**src/rtl/icache_refill_ctrl.sv**
```systemverilog
// icache_refill_ctrl: fetches one 4-word I-cache line on a miss, then commits tag and valid
module icache_refill_ctrl #(
  parameter int INDEX_BITS     = 7,
  parameter int WORDS_PER_LINE = 4,
  parameter int TAG_BITS       = 32 - INDEX_BITS - 4,
  parameter int THREAD_BITS    = 2
) (
  input  logic                          clk_i,
  input  logic                          nReset_i,
  input  logic                          Miss_i,
  input  logic [31:0]                   MissAddr_i,
  input  logic [THREAD_BITS-1:0]        MissThread_i,
  output logic                          Busy_o,
  output logic                          MemReq_o,
  output logic [31:0]                   MemAddr_o,
  input  logic                          MemAck_i,
  input  logic                          MemRValid_i,
  input  logic [31:0]                   MemRData_i,
  output logic                          DataWrite_o,
  output logic [$clog2(WORDS_PER_LINE)-1:0] DataWordSel_o,
  output logic [31:0]                   DataWord_o,
  output logic                          TagWrite_o,
  output logic [TAG_BITS-1:0]           TagOut_o,
  output logic                          WriteValid_o,
  output logic [INDEX_BITS-1:0]         CacheIndexWrite_o,
  output logic                          RefillDone_o,
  output logic [THREAD_BITS-1:0]        DoneThread_o
);
  localparam int CW = $clog2(WORDS_PER_LINE);
  typedef enum logic [1:0] {IDLE, REQ, FILL, COMMIT} state_t;
  state_t                 state_q;
  logic [CW-1:0]          cnt_q;
  logic [INDEX_BITS-1:0]  idx_q;
  logic [TAG_BITS-1:0]    tag_q;
  logic [THREAD_BITS-1:0] thr_q;
  logic                   busy_q, mem_req_q, data_write_q, tag_write_q, write_valid_q, done_q;
  logic [31:0]            mem_addr_q, data_word_q;
  logic [CW-1:0]          word_sel_q;
  logic [TAG_BITS-1:0]    tag_out_q;
  logic [INDEX_BITS-1:0]  cidx_q;
  logic [THREAD_BITS-1:0] done_thr_q;
  // Refill FSM: COMMIT spans two cycles, pulsing the commit strobes first and releasing Busy second
  always_ff @(posedge clk_i or negedge nReset_i) begin
    if (!nReset_i) begin
      state_q       <= IDLE;
      cnt_q         <= '0;
      idx_q         <= '0;
      tag_q         <= '0;
      thr_q         <= '0;
      busy_q        <= 1'b0;
      mem_req_q     <= 1'b0;
      mem_addr_q    <= '0;
      data_write_q  <= 1'b0;
      word_sel_q    <= '0;
      data_word_q   <= '0;
      tag_write_q   <= 1'b0;
      tag_out_q     <= '0;
      write_valid_q <= 1'b0;
      cidx_q        <= '0;
      done_q        <= 1'b0;
      done_thr_q    <= '0;
    end else begin
      data_write_q  <= 1'b0;
      tag_write_q   <= 1'b0;
      write_valid_q <= 1'b0;
      done_q        <= 1'b0;
      case (state_q)
        IDLE: if (Miss_i) begin
          state_q    <= REQ;
          busy_q     <= 1'b1;
          mem_req_q  <= 1'b1;
          mem_addr_q <= MissAddr_i & 32'hFFFF_FFF0;
          idx_q      <= MissAddr_i[INDEX_BITS+3:4];
          tag_q      <= MissAddr_i[31:INDEX_BITS+4];
          thr_q      <= MissThread_i;
        end
        REQ: if (MemAck_i) begin
          mem_req_q <= 1'b0;
          state_q   <= FILL;
        end
        FILL: if (MemRValid_i) begin
          data_write_q <= 1'b1;
          word_sel_q   <= cnt_q;
          data_word_q  <= MemRData_i;
          cidx_q       <= idx_q;
          cnt_q        <= cnt_q + 1'b1;
          if (cnt_q == CW'(WORDS_PER_LINE - 1)) state_q <= COMMIT;
        end
        COMMIT: if (!write_valid_q) begin
          write_valid_q <= 1'b1;
          tag_write_q   <= 1'b1;
          tag_out_q     <= tag_q;
          cidx_q        <= idx_q;
          done_q        <= 1'b1;
          done_thr_q    <= thr_q;
        end else begin
          busy_q  <= 1'b0;
          state_q <= IDLE;
        end
        default: state_q <= IDLE;
      endcase
    end
  end
  assign Busy_o            = busy_q;
  assign MemReq_o          = mem_req_q;
  assign MemAddr_o         = mem_addr_q;
  assign DataWrite_o       = data_write_q;
  assign DataWordSel_o     = word_sel_q;
  assign DataWord_o        = data_word_q;
  assign TagWrite_o        = tag_write_q;
  assign TagOut_o          = tag_out_q;
  assign WriteValid_o      = write_valid_q;
  assign CacheIndexWrite_o = cidx_q;
  assign RefillDone_o      = done_q;
  assign DoneThread_o      = done_thr_q;
endmodule

```
**config.mk**
```make
export PLATFORM = sky130hd
export DESIGN_NAME = icache_refill_ctrl
export DESIGN_NICKNAME = d
export VERILOG_FILES = /design/src/rtl/icache_refill_ctrl.sv
export SDC_FILE = /design/constraint.sdc
export NUM_CORES = 1
export LEC_CHECK = 0
export BUFFER_PORTS_ARGS = -buffer_cell sky130_fd_sc_hd__buf_2
export CAP_MARGIN = 10
export CORE_MARGIN = 2
export CORE_UTILIZATION = 53
export CTS_BUF_LIST = sky130_fd_sc_hd__clkbuf_8
export CTS_CLUSTER_DIAMETER = 50
export DETAILED_ROUTE_END_ITERATION = 16
export GPL_TIMING_DRIVEN = 0
export PLACE_DENSITY = 0.84
export SYNTH_ARGS = -nofsm -noshare
export SYNTH_HDL_FRONTEND = slang
export SYNTH_SLANG_ARGS = --single-unit
```
**constraint.sdc**
```tcl
create_clock -name clk_i -period 3.85 [get_ports clk_i]
set_input_delay 0.1925 -clock clk_i [delete_from_list [all_inputs] [get_ports clk_i]]
set_output_delay 0.1925 -clock clk_i [all_outputs]
set_load 0.1 [all_outputs]
```
==> reports/results.tsv, run 1 <==
stage	metric	value	unit
status	outcome	finished, final reports clean	
hold_path	hold_path_class	in2reg	
synth	synthCells	243	
critical_path	crit_path_max_fanout	10	
critical_path	r2r_cells	5	
global_routing	met2_usage	33.8	%
synth	synth.avg_cell_area	16.3	sq um
synth	ys_top_cells_by_count	dfrtp_1, mux2_2, buf_4	
sta	setup_viol	0	
clocking	ctsHoldBuffers	1	
placement	gp_congestion	0.736	
clocking	clock_tree.buffer_depth	2	
die	dieArea	0.00819	sq mm
detailed_routing	ant_nets	0	
cells_and_area	final_net_count	499	
detailed_routing	vias	2594	
critical_path	crit_arrival	2090	ps
sta	fmax	540	MHz
synth	synth_ff_type	dfrtp_1	
clocking	clock-sinks	102	
die	die_h	90.5	microns
clocking	worstSkewPairLatency	350	ps
clocking	cts_buffers	9	
synth	synth_area_leader_cell	dfrtp_1	
synth	synthArstFlopShare	100	%
critical_path	worstSetupEndpointType	flop	
critical_path	crit_chain	inv_1 > ha_1 > nand2_1 > buf_2 > mux2_2	
detailed_routing	wire_per_inst	15.2	microns
synth	yosysUniqueCellTypes	20	
synth	seq_area_frac_synth	64.4	%
die	core_area	0.00725	sq mm
clocking	htreeDepth	3	
synth	syn_area	0.00397	sq mm
sta	final_hold_viol_count	0	
detailed_routing	vias_per_cell	4.92	
global_routing	grt-ovfl-total	0	
global_routing	grt_pass1_wl	13200	microns
clocking	cts-root-buf	clkbuf_8	
critical_path	critPathSlowestCell	dfrtp_1	
critical_path	critPathLaunchType	flop	
die	num_rows	31	
critical_path	worst_path_largest_cell_delay	410	ps
synth	yosysWarnings	0	
cells_and_area	nFillCells	518	
detailed_routing	drt-initial-drc-count	44	
clocking	post_cts.repair.setup_buffers	0	
detailed_routing	wl	7990	microns
placement	dp_hpwl	5940	microns
die	io_pins	173	
sta	period_minus_slack	1850	ps
global_routing	use_met1	26.2	%
hold_path	whs_path_depth	2	
sta	slew_headroom	66.0	%
synth	ys_seq_elements	102	
clocking	cts_tree	yes	
clocking	cts_resized	0	
cells_and_area	synthToLayoutAreaGrowth	31.5	%
cells_and_area	drive_gt1_share	68.5	%
global_routing	grt_max_degree	73	
synth	synth_edf_count	0	
sta	grt_setup_unrepaired	false	
detailed_routing	dr.pass1.iters	4	
critical_path	cp.required	4090	ps
synth	synth_area_leaders	dfrtp_1, mux2_2, ha_1	
sta	worst_pin_slew	513	ps
sta	maxSlewViolCount	0	
clocking	cts.reportedPaths.clkPinSlew	100	ps
critical_path	crit_type	reg2reg	
synth	synth_top_area_share	64.4	%
detailed_routing	drc	0	
global_routing	antenna_found_initial	0	
placement	port_buffers	164	
sta	skew	11.2	ps
global_routing	grtUsageTotal	20.2	%
sta	period_share	48.1	%
die	die_x	90.5	microns
synth	synth_most_common_cell	dfrtp_1	
global_routing	grt_pass1_vias	2722	
job	maxCapViolCount	0	
sta	tns	0	ps
global_routing	busiest_layer	met2	
die	initial_core_util	54.7	%
global_routing	use_met3	4.67	%
cells_and_area	num_antenna_cells	0	
-- critical path: cells and delay by family (launching register included) --
family	cells	cell delay (ps)
buffers and inverters	2	400
multiplexers	1	370
flip-flops	1	410
adder cells (fa/ha/maj)	1	250
AND/OR/NAND/NOR	1	300
-- registers in the layout, indices dropped and copies added (netlist names), 2 cells and up --
register	cells
DataWordSel_o	2
MemAddr_o	2
state_q	2
thr_q	2
idx_q	6
cnt_q	2
CacheIndexWrite_o	7
DataWord_o	32
TagOut_o	21
DoneThread_o	2
tag_q	20
-- per-layer routing --
metal	vias to the layer above	share of wire [%]
li1	1196	-
met1	1282	43
met2	110	50
met3	6	6.7
met4	0	0.69
met5	-	0
-- cells in the final DEF (no fill, tap or decap), drive strengths merged, types with 2 or more instances in the layout --
master  instances
clkbuf         10
o21ai           4
a21oi           3
ha              5
inv             7
conb            4
nor2b           3
mux2           96
dfrtp         102
bufinv          3
nand2           2
buf           180
nor2            2
-- through the flow --
step,util [%],setup WS [ps],cells,hold WS (ps),cell area (sq um)
after detailed placement,68.3,1970,510,158,4950
after global routing,71.9,1850,527,49.1,5210
after CTS,71.9,1980,527,50.6,5210
after floorplan,-,1750,246,-103,3980
final,71.9,2000,527,63.8,5210
after global placement,67.8,1620,509,423,4920
-- cell families (layout without fill, tap and decap cells) --
group	Yosys count	in the layout	share of synthesized area (%)
buffers and inverters	20	202	3.03
other	1	4	0.0946
XOR/XNOR	1	1	0.221
multiplexers	96	96	27.4
AND/OR/NAND/NOR	7	7	0.852
flip-flops	102	102	64.4
AO/OA/AOI/OAI	11	11	2.49
adder cells (fa/ha/maj)	5	5	1.58
-- final timing paths --
check | start | endpoint | slack, ps
max | state_q[0]$_DFFE_PN0P_ | DataWord_o[16]$_DFFE_PN0P_ | 2000
min | MissThread_i[1] | thr_q[1]$_DFFE_PN0P_ | 60
min reg2reg | DataWord_o[21]$_DFFE_PN0P_ | DataWord_o[21]$_DFFE_PN0P_ | 510
max reg2reg | state_q[0]$_DFFE_PN0P_ | DataWord_o[16]$_DFFE_PN0P_ | 2000
min in group asynchronous | nReset_i | TagOut_o[11]$_DFFE_PN0P_ | 310
max in group asynchronous | nReset_i | DataWord_o[7]$_DFFE_PN0P_ | 2870
-- final cells by class --
| cell class | count | area (sq um) | share of cell area (%) |
|---|---|---|---|
| buffer | 15 | 101 | 1.94 |
| inverter | 5 | 18.8 | 0.360 |
| clock inverter | 6 | 115 | 2.21 |
| sequential | 102 | 2550 | 49.0 |
| tap | 99 | 124 | 2.38 |
| timing repair buffer | 166 | 861 | 16.5 |
| clock buffer | 10 | 138 | 2.64 |
| multi-input combinational | 124 | 1300 | 25.0 |
Power of run 1 is not shown: default switching activity piles up to over one toggle a cycle in this logic, so the estimate is an artifact.
==> run 2: changes to the inputs <==
--- a/config.mk
+++ b/config.mk
@@ -8,12 +8,12 @@
 export BUFFER_PORTS_ARGS = -buffer_cell sky130_fd_sc_hd__buf_2
 export CAP_MARGIN = 10
 export CORE_MARGIN = 2
-export CORE_UTILIZATION = 53
+export CORE_UTILIZATION = 49
 export CTS_BUF_LIST = sky130_fd_sc_hd__clkbuf_8
 export CTS_CLUSTER_DIAMETER = 50
 export DETAILED_ROUTE_END_ITERATION = 16
 export GPL_TIMING_DRIVEN = 0
-export PLACE_DENSITY = 0.84
+export PLACE_DENSITY = 0.78
 export SYNTH_ARGS = -nofsm -noshare
 export SYNTH_HDL_FRONTEND = slang
 export SYNTH_SLANG_ARGS = --single-unit
==> constraint.sdc (replaced) <==
create_clock -name clk_i -period 1.8 [get_ports clk_i]
set_input_delay 0.09 -clock clk_i [delete_from_list [all_inputs] [get_ports clk_i]]
set_output_delay 0.09 -clock clk_i [all_outputs]
set_load 0.1 [all_outputs]
==> run 2 against run 1 <==
- setup slack got worse by 2000 ps
- register-to-register slack got worse by 2000 ps
- non-clock buffer count rose by 63
- worst hold slack improved by 19 ps
- clock-buffer cell count did not move
- sequential share of layout area fell by 5.2 points
- first-iteration DRC count rose by 80%
- final cell count rose by 12%
- final area rose by 12%
- critical path type unchanged
==> reports/results.tsv, run 2 (synthesized netlist as in run 1, its figures left out) <==
stage	metric	value	unit	change
placement	dp_hpwl	5970	microns	+0.40%
cells_and_area	num_antenna_cells	0		unchanged
global_routing	grt_pass1_wl	14500	microns	+9.9%
detailed_routing	wl	9130	microns	+14%
global_routing	grt-ovfl-total	0		unchanged
cells_and_area	mostFrequentLayoutCells	buf_2, dfrtp_1, mux2_2		
cells_and_area	nFillCells	496		-4.2%
critical_path	rr_endpoint	state_q[1]$_DFFE_PN0P_		
detailed_routing	vias_per_cell	4.82		-2.1%
cells_and_area	layout_commonest_cell	buf_2		
sta	period_minus_slack	1760	ps	-92.3 ps
critical_path	worstSetupEndpointType	flop		
clocking	cts_tree	yes		
global_routing	grt_max_degree	55		-25%
clocking	cts_buffers	9		unchanged
detailed_routing	drt-initial-drc-count	79		+80%
die	core_area	0.00777	sq mm	+7.1%
cells_and_area	final_net_count	562		+13%
die	dieArea	0.00883	sq mm	+7.8%
global_routing	grtUsageTotal	21.4	%	+1.2 points
critical_path	r2r_cells	5		unchanged
detailed_routing	wire_per_inst	15.4	microns	+1.7%
global_routing	antenna_found_initial	0		unchanged
detailed_routing	ant_nets	0		unchanged
critical_path	crit_path_max_fanout	8		-2
critical_path	r2r_start	state_q[1]$_DFFE_PN0P_		
sta	slew_headroom	57.9	%	-8.1 points
die	die_h	94.0	microns	+3.8%
die	die_x	94.0	microns	+3.8%
clocking	clock_tree.buffer_depth	2		unchanged
sta	final_hold_viol_count	0		unchanged
die	io_pins	173		unchanged
critical_path	critPathLaunchType	flop		
detailed_routing	vias	2853		+10%
die	initial_core_util	51.0	%	-3.6 points
die	num_rows	32		+3.2%
sta	worst_pin_slew	631	ps	+118 ps
cells_and_area	largest_register_ffs	32		unchanged
sta	skew	6.44	ps	-4.73 ps
hold_path	hold_path_class	in2reg		
cells_and_area	synthToLayoutAreaGrowth	47.3	%	
detailed_routing	drc	0		unchanged
critical_path	cp.required	2040	ps	-2050 ps
placement	port_buffers	164		unchanged
sta	maxSlewViolCount	0		unchanged
placement	gp_congestion	0.730		-0.82%
hold_path	hold_path_end	Busy_o$_DFFE_PN0P_		
clocking	cts-root-buf	clkbuf_8		
job	maxCapViolCount	0		unchanged
detailed_routing	dr.pass1.iters	4		unchanged
cells_and_area	drive_gt1_share	60.6	%	-7.8 points
global_routing	grt_pass1_vias	3048		+12%
critical_path	r2r_setup_slack	40	ps	-1960 ps
clocking	cts.reportedPaths.clkPinSlew	90	ps	about the same
sta	setup_viol	0		unchanged
sta	period_share	97.7	%	+50 points
cells_and_area	final_util	75.2	%	+3.3 points
critical_path	crit_arrival	2000	ps	-90 ps
critical_path	crit_type	reg2reg		
status	outcome	finished, final reports clean		
clocking	clock-sinks	102		unchanged
hold_path	hp-start	Miss_i		
sta	fmax	569	MHz	+5.2%
clocking	worstSkewPairLatency	350	ps	about the same
hold_path	whs_path_depth	3		+1
clocking	htreeDepth	3		unchanged
-- run 2: changes by cell type in the layout (fill, tap and decap cells not counted), moves of 2 or more --
cell / before / now
dfrtp_1: 102 / 100
dfrtp_2: 0 / 2
dlygate4sd3_1: 1 / 63
ha_1: 5 / 2
ha_2: 0 / 2
inv_1: 5 / 7
inv_6: 2 / 0
-- run 2: cell type report --
class                      instances  area, sq um  area share (%)
clock inverter                     5         76.3            1.31
sequential                       102         2550            43.7
tap                              102          128            2.18
multi-input combinational        124         1320            22.7
clock buffer                      10          138            2.36
buffer                            15          101            1.73
inverter                           5         18.8           0.321
timing repair buffer             229         1500            25.7
-- run 2: metrics by stage --
step                setup WS [ps]  std cells  hold slack (ps)  TNS (ps)  cell area [sq um]
floorplan                    20.4        246             -206         0               3980
detailed placement          -60.5        513              151     -1460               4960
finish                       42.1        592             82.9         0               5840
global route               -0.960        592              109    -0.960               5840
global placement             -525        512              321    -35580               4930
CTS                          12.0        592             76.6         0               5830
-- run 2: worst max path at each step --
| stage | from | end | slack, ps |
|---|---|---|---|
| 2_1_floorplan | RefillDone_o$_DFF_PN0_ | state_q[1]$_DFFE_PN0P_ | 20 |
| 3_3_place_gp | nReset_i | RefillDone_o$_DFF_PN0_ | -520 |
| 3_5_place_dp | state_q[0]$_DFFE_PN0P_ | DataWord_o[16]$_DFFE_PN0P_ | -60 |
| 4_1_cts | state_q[0]$_DFFE_PN0P_ | CacheIndexWrite_o[2]$_DFFE_PN0P_ | 10 |
| 5_1_grt | state_q[0]$_DFFE_PN0P_ | CacheIndexWrite_o[4]$_DFFE_PN0P_ | -1 |
| 6_report | state_q[1]$_DFFE_PN0P_ | state_q[1]$_DFFE_PN0P_ | 40 |
-- run 2: what timing repair did --
action / CTS / global route
hold buffers: 63 / 0
pin swaps: 1 / 1
endpoints found under the setup margin: 36 / 36
endpoints found under the hold margin: 110 / 0
setup buffers: 1 / 0
resized for setup: 2 / 4
-- run 2: worst max-delay path: stages, from the launching register on --
cell	delay (ps)
dfrtp_1	450
ha_4	200
nor2b_1	130
buf_6	140
a2111oi_4	380
mux2_4	340
-- run 2: layer usage --
metal / part of all wire (%) / vias to the layer above / track usage [%]
met5: 0 / - / 0
met4: 1.5 / 0 / 8.21
met3: 7.9 / 10 / 6.26
met2: 50 / 119 / 37.1
met1: 41 / 1410 / 25.0
li1: - / 1314 / -
Power of run 2 is left out for the same reason.
==> run 3: changes to the inputs <==
--- a/config.mk
+++ b/config.mk
@@ -8,12 +8,13 @@
 export BUFFER_PORTS_ARGS = -buffer_cell sky130_fd_sc_hd__buf_2
 export CAP_MARGIN = 10
 export CORE_MARGIN = 2
-export CORE_UTILIZATION = 49
+export CORE_UTILIZATION = 30
 export CTS_BUF_LIST = sky130_fd_sc_hd__clkbuf_8
 export CTS_CLUSTER_DIAMETER = 50
 export DETAILED_ROUTE_END_ITERATION = 16
 export GPL_TIMING_DRIVEN = 0
-export PLACE_DENSITY = 0.78
+export PLACE_DENSITY = 0.51
+export SLEW_MARGIN = 30
 export SYNTH_ARGS = -nofsm -noshare
 export SYNTH_HDL_FRONTEND = slang
 export SYNTH_SLANG_ARGS = --single-unit
==> run 3 against run 2 <==
- global-route usage decreased by 8.0 points
- sequential share of layout area decreased by 0.59 points
- setup slack improved by 65 ps
- flip-flop and latch count unchanged
- final cell count increased by 13%
- final area increased by 1.3%
- die area increased by 60%
- clock-buffer cell count unchanged
- first-iteration DRC count decreased by 35%
- non-clock buffer count increased by 1
==> reports/results.tsv, run 3 (synthesized netlist as in run 1, its figures left out) <==
stage	metric	value	unit	change
status	outcome	finished, final reports clean		
critical_path	worstSetupEndpointType	flop		
clocking	clock-sinks	102		unchanged
placement	port_buffers	164		unchanged
die	dieArea	0.0142	sq mm	+60%
die	num_rows	42		+31%
die	die_x	119	microns	+27%
sta	maxSlewViolCount	0		unchanged
detailed_routing	wire_per_inst	13.6	microns	-12%
critical_path	critPathSlowestCell	dfrtp_1		
cells_and_area	mostFrequentLayoutCells	buf_2, dfrtp_1, mux2_2		
sta	worst_pin_slew	550	ps	-81.0 ps
cells_and_area	final_util	45.2	%	-30 points
cells_and_area	largest_register_ffs	32		unchanged
global_routing	grt_pass1_vias	3013		-1.1%
cells_and_area	drive_gt1_share	60.7	%	+0.080 points
critical_path	crit_arrival	1950	ps	-50 ps
placement	gp_congestion	0.649		-11%
detailed_routing	drc	0		unchanged
sta	slew_headroom	63.3	%	+5.4 points
global_routing	grt_max_degree	60		+9.1%
clocking	worstSkewPairLatency	370	ps	+20 ps
clocking	cts_buffers	9		unchanged
critical_path	worst_path_largest_cell_delay	410	ps	-40 ps
clocking	cts_tree	yes		
detailed_routing	dr.pass1.iters	4		unchanged
cells_and_area	layout_commonest_cell	buf_2		
die	initial_core_util	30.3	%	-21 points
cells_and_area	synthToLayoutAreaGrowth	49.3	%	
global_routing	grtUsageTotal	13.4	%	-8.0 points
placement	dp_hpwl	6210	microns	+4.1%
cells_and_area	seq_area	0.00255	sq mm	about the same
sta	setup_viol	0		unchanged
clocking	cts.reportedPaths.clkPinSlew	90	ps	about the same
detailed_routing	drt-initial-drc-count	51		-35%
hold_path	hold_path_class	in2reg		
detailed_routing	vias_per_cell	4.19		-13%
sta	period_minus_slack	1690	ps	-64.9 ps
critical_path	crit_path_max_fanout	5		-3
cells_and_area	multiInputGateArea	0.00131	sq mm	-0.76%
cells_and_area	num_antenna_cells	0		unchanged
cells_and_area	final_net_count	563		+0.18%
critical_path	crit_family	compound AO/OA/AOI/OAI gates		
sta	final_hold_viol_count	0		unchanged
critical_path	cp.required	2060	ps	+20 ps
cells_and_area	nFillCells	1205		+140%
critical_path	critPathLaunchType	flop		
cells_and_area	design_area	0.00592	sq mm	+1.3%
global_routing	grt_pass1_wl	14900	microns	+2.5%
critical_path	crit_chain	inv_1 > ha_2 > a21boi_1 > a2111oi_4 > mux2_4		
placement	postPlaceCellArea	0.00505	sq mm	+1.9%
sta	grt_setup_unrepaired	false		
clocking	clock_tree.buffer_depth	2		unchanged
global_routing	grt-ovfl-total	0		unchanged
clocking	cts-root-buf	clkbuf_8		
critical_path	crit_type	reg2reg		
detailed_routing	ant_nets	0		unchanged
die	core_area	0.0131	sq mm	+68%
sta	skew	7.44	ps	+0.996 ps
sta	period_share	94.1	%	-3.6 points
die	io_pins	173		unchanged
job	maxCapViolCount	0		unchanged
die	die_h	119	microns	+27%
detailed_routing	vias	2793		-2.1%
critical_path	worst-path-buf-inv	1		unchanged
sta	fmax	591	MHz	+3.8%
global_routing	antenna_found_initial	0		unchanged
detailed_routing	wl	9080	microns	-0.52%
clocking	htreeDepth	3		unchanged
## run 3: per-layer routing
layer	GRT usage, %	part of all wire, %	vias up	routed length (microns)
met5	0	0	-	0
met4	2.83	1.2	0	112
met3	5.84	8.2	8	747
met2	22.8	50	108	4520
met1	15.6	41	1363	3700
li1	-	-	1314	-
## run 3: area by class of cell
cell class                      count  share of cell area [%]
Tap cell                          176                    3.72
Sequential cell                   102                    43.2
Buffer                             15                    1.86
Timing Repair Buffer              230                    25.6
Inverter                            5                   0.317
Multi-Input combinational cell    124                    22.2
Clock buffer                       10                    2.33
Clock inverter                      5                   0.867
## run 3: worst reg2reg max path, stage by stage (launching register included)
cell	delay, ps
dfrtp_1	410
inv_1	80
ha_2	220
a21boi_1	170
a2111oi_4	380
mux2_4	330
## run 3: what timing repair did
item | in CTS | in global routing
hold endpoints to repair | 120 | 0
cloned | 0 | 0
resized for setup | 2 | 6
endpoints found under the setup margin | 36 | 36
pin swaps | 1 | 2
setup buffers | 1 | 1
hold buffers | 63 | 0
## run 3: worst paths after layout
kind                                                   from                                to  slack (ps)  depth (start not counted)
min in group asynchronous                          nReset_i        DataWord_o[17]$_DFFE_PN0P_         250                          2
max in group asynchronous                          nReset_i  CacheIndexWrite_o[5]$_DFFE_PN0P_         940                          3
hold / removal                                       Miss_i                Busy_o$_DFFE_PN0P_          50                          3
hold reg to reg            CacheIndexWrite_o[5]$_DFFE_PN0P_  CacheIndexWrite_o[5]$_DFFE_PN0P_         500                          1
setup / recovery                     state_q[0]$_DFFE_PN0P_            state_q[1]$_DFFE_PN0P_         110                          5
setup reg to reg                     state_q[0]$_DFFE_PN0P_            state_q[1]$_DFFE_PN0P_         110                          5
## run 3: stage by stage
step                cells  setup WS (ps)  TNS, ps  hold WS [ps]
floorplan             246           20.4        0          -206
global placement      586           -630   -46860           321
detailed placement    587           -116    -3490           101
CTS                   666           2.80        0          18.4
global route          667           1.76        0          43.1
finish                667            107        0          53.7
Power of run 3 is left out for the same reason.
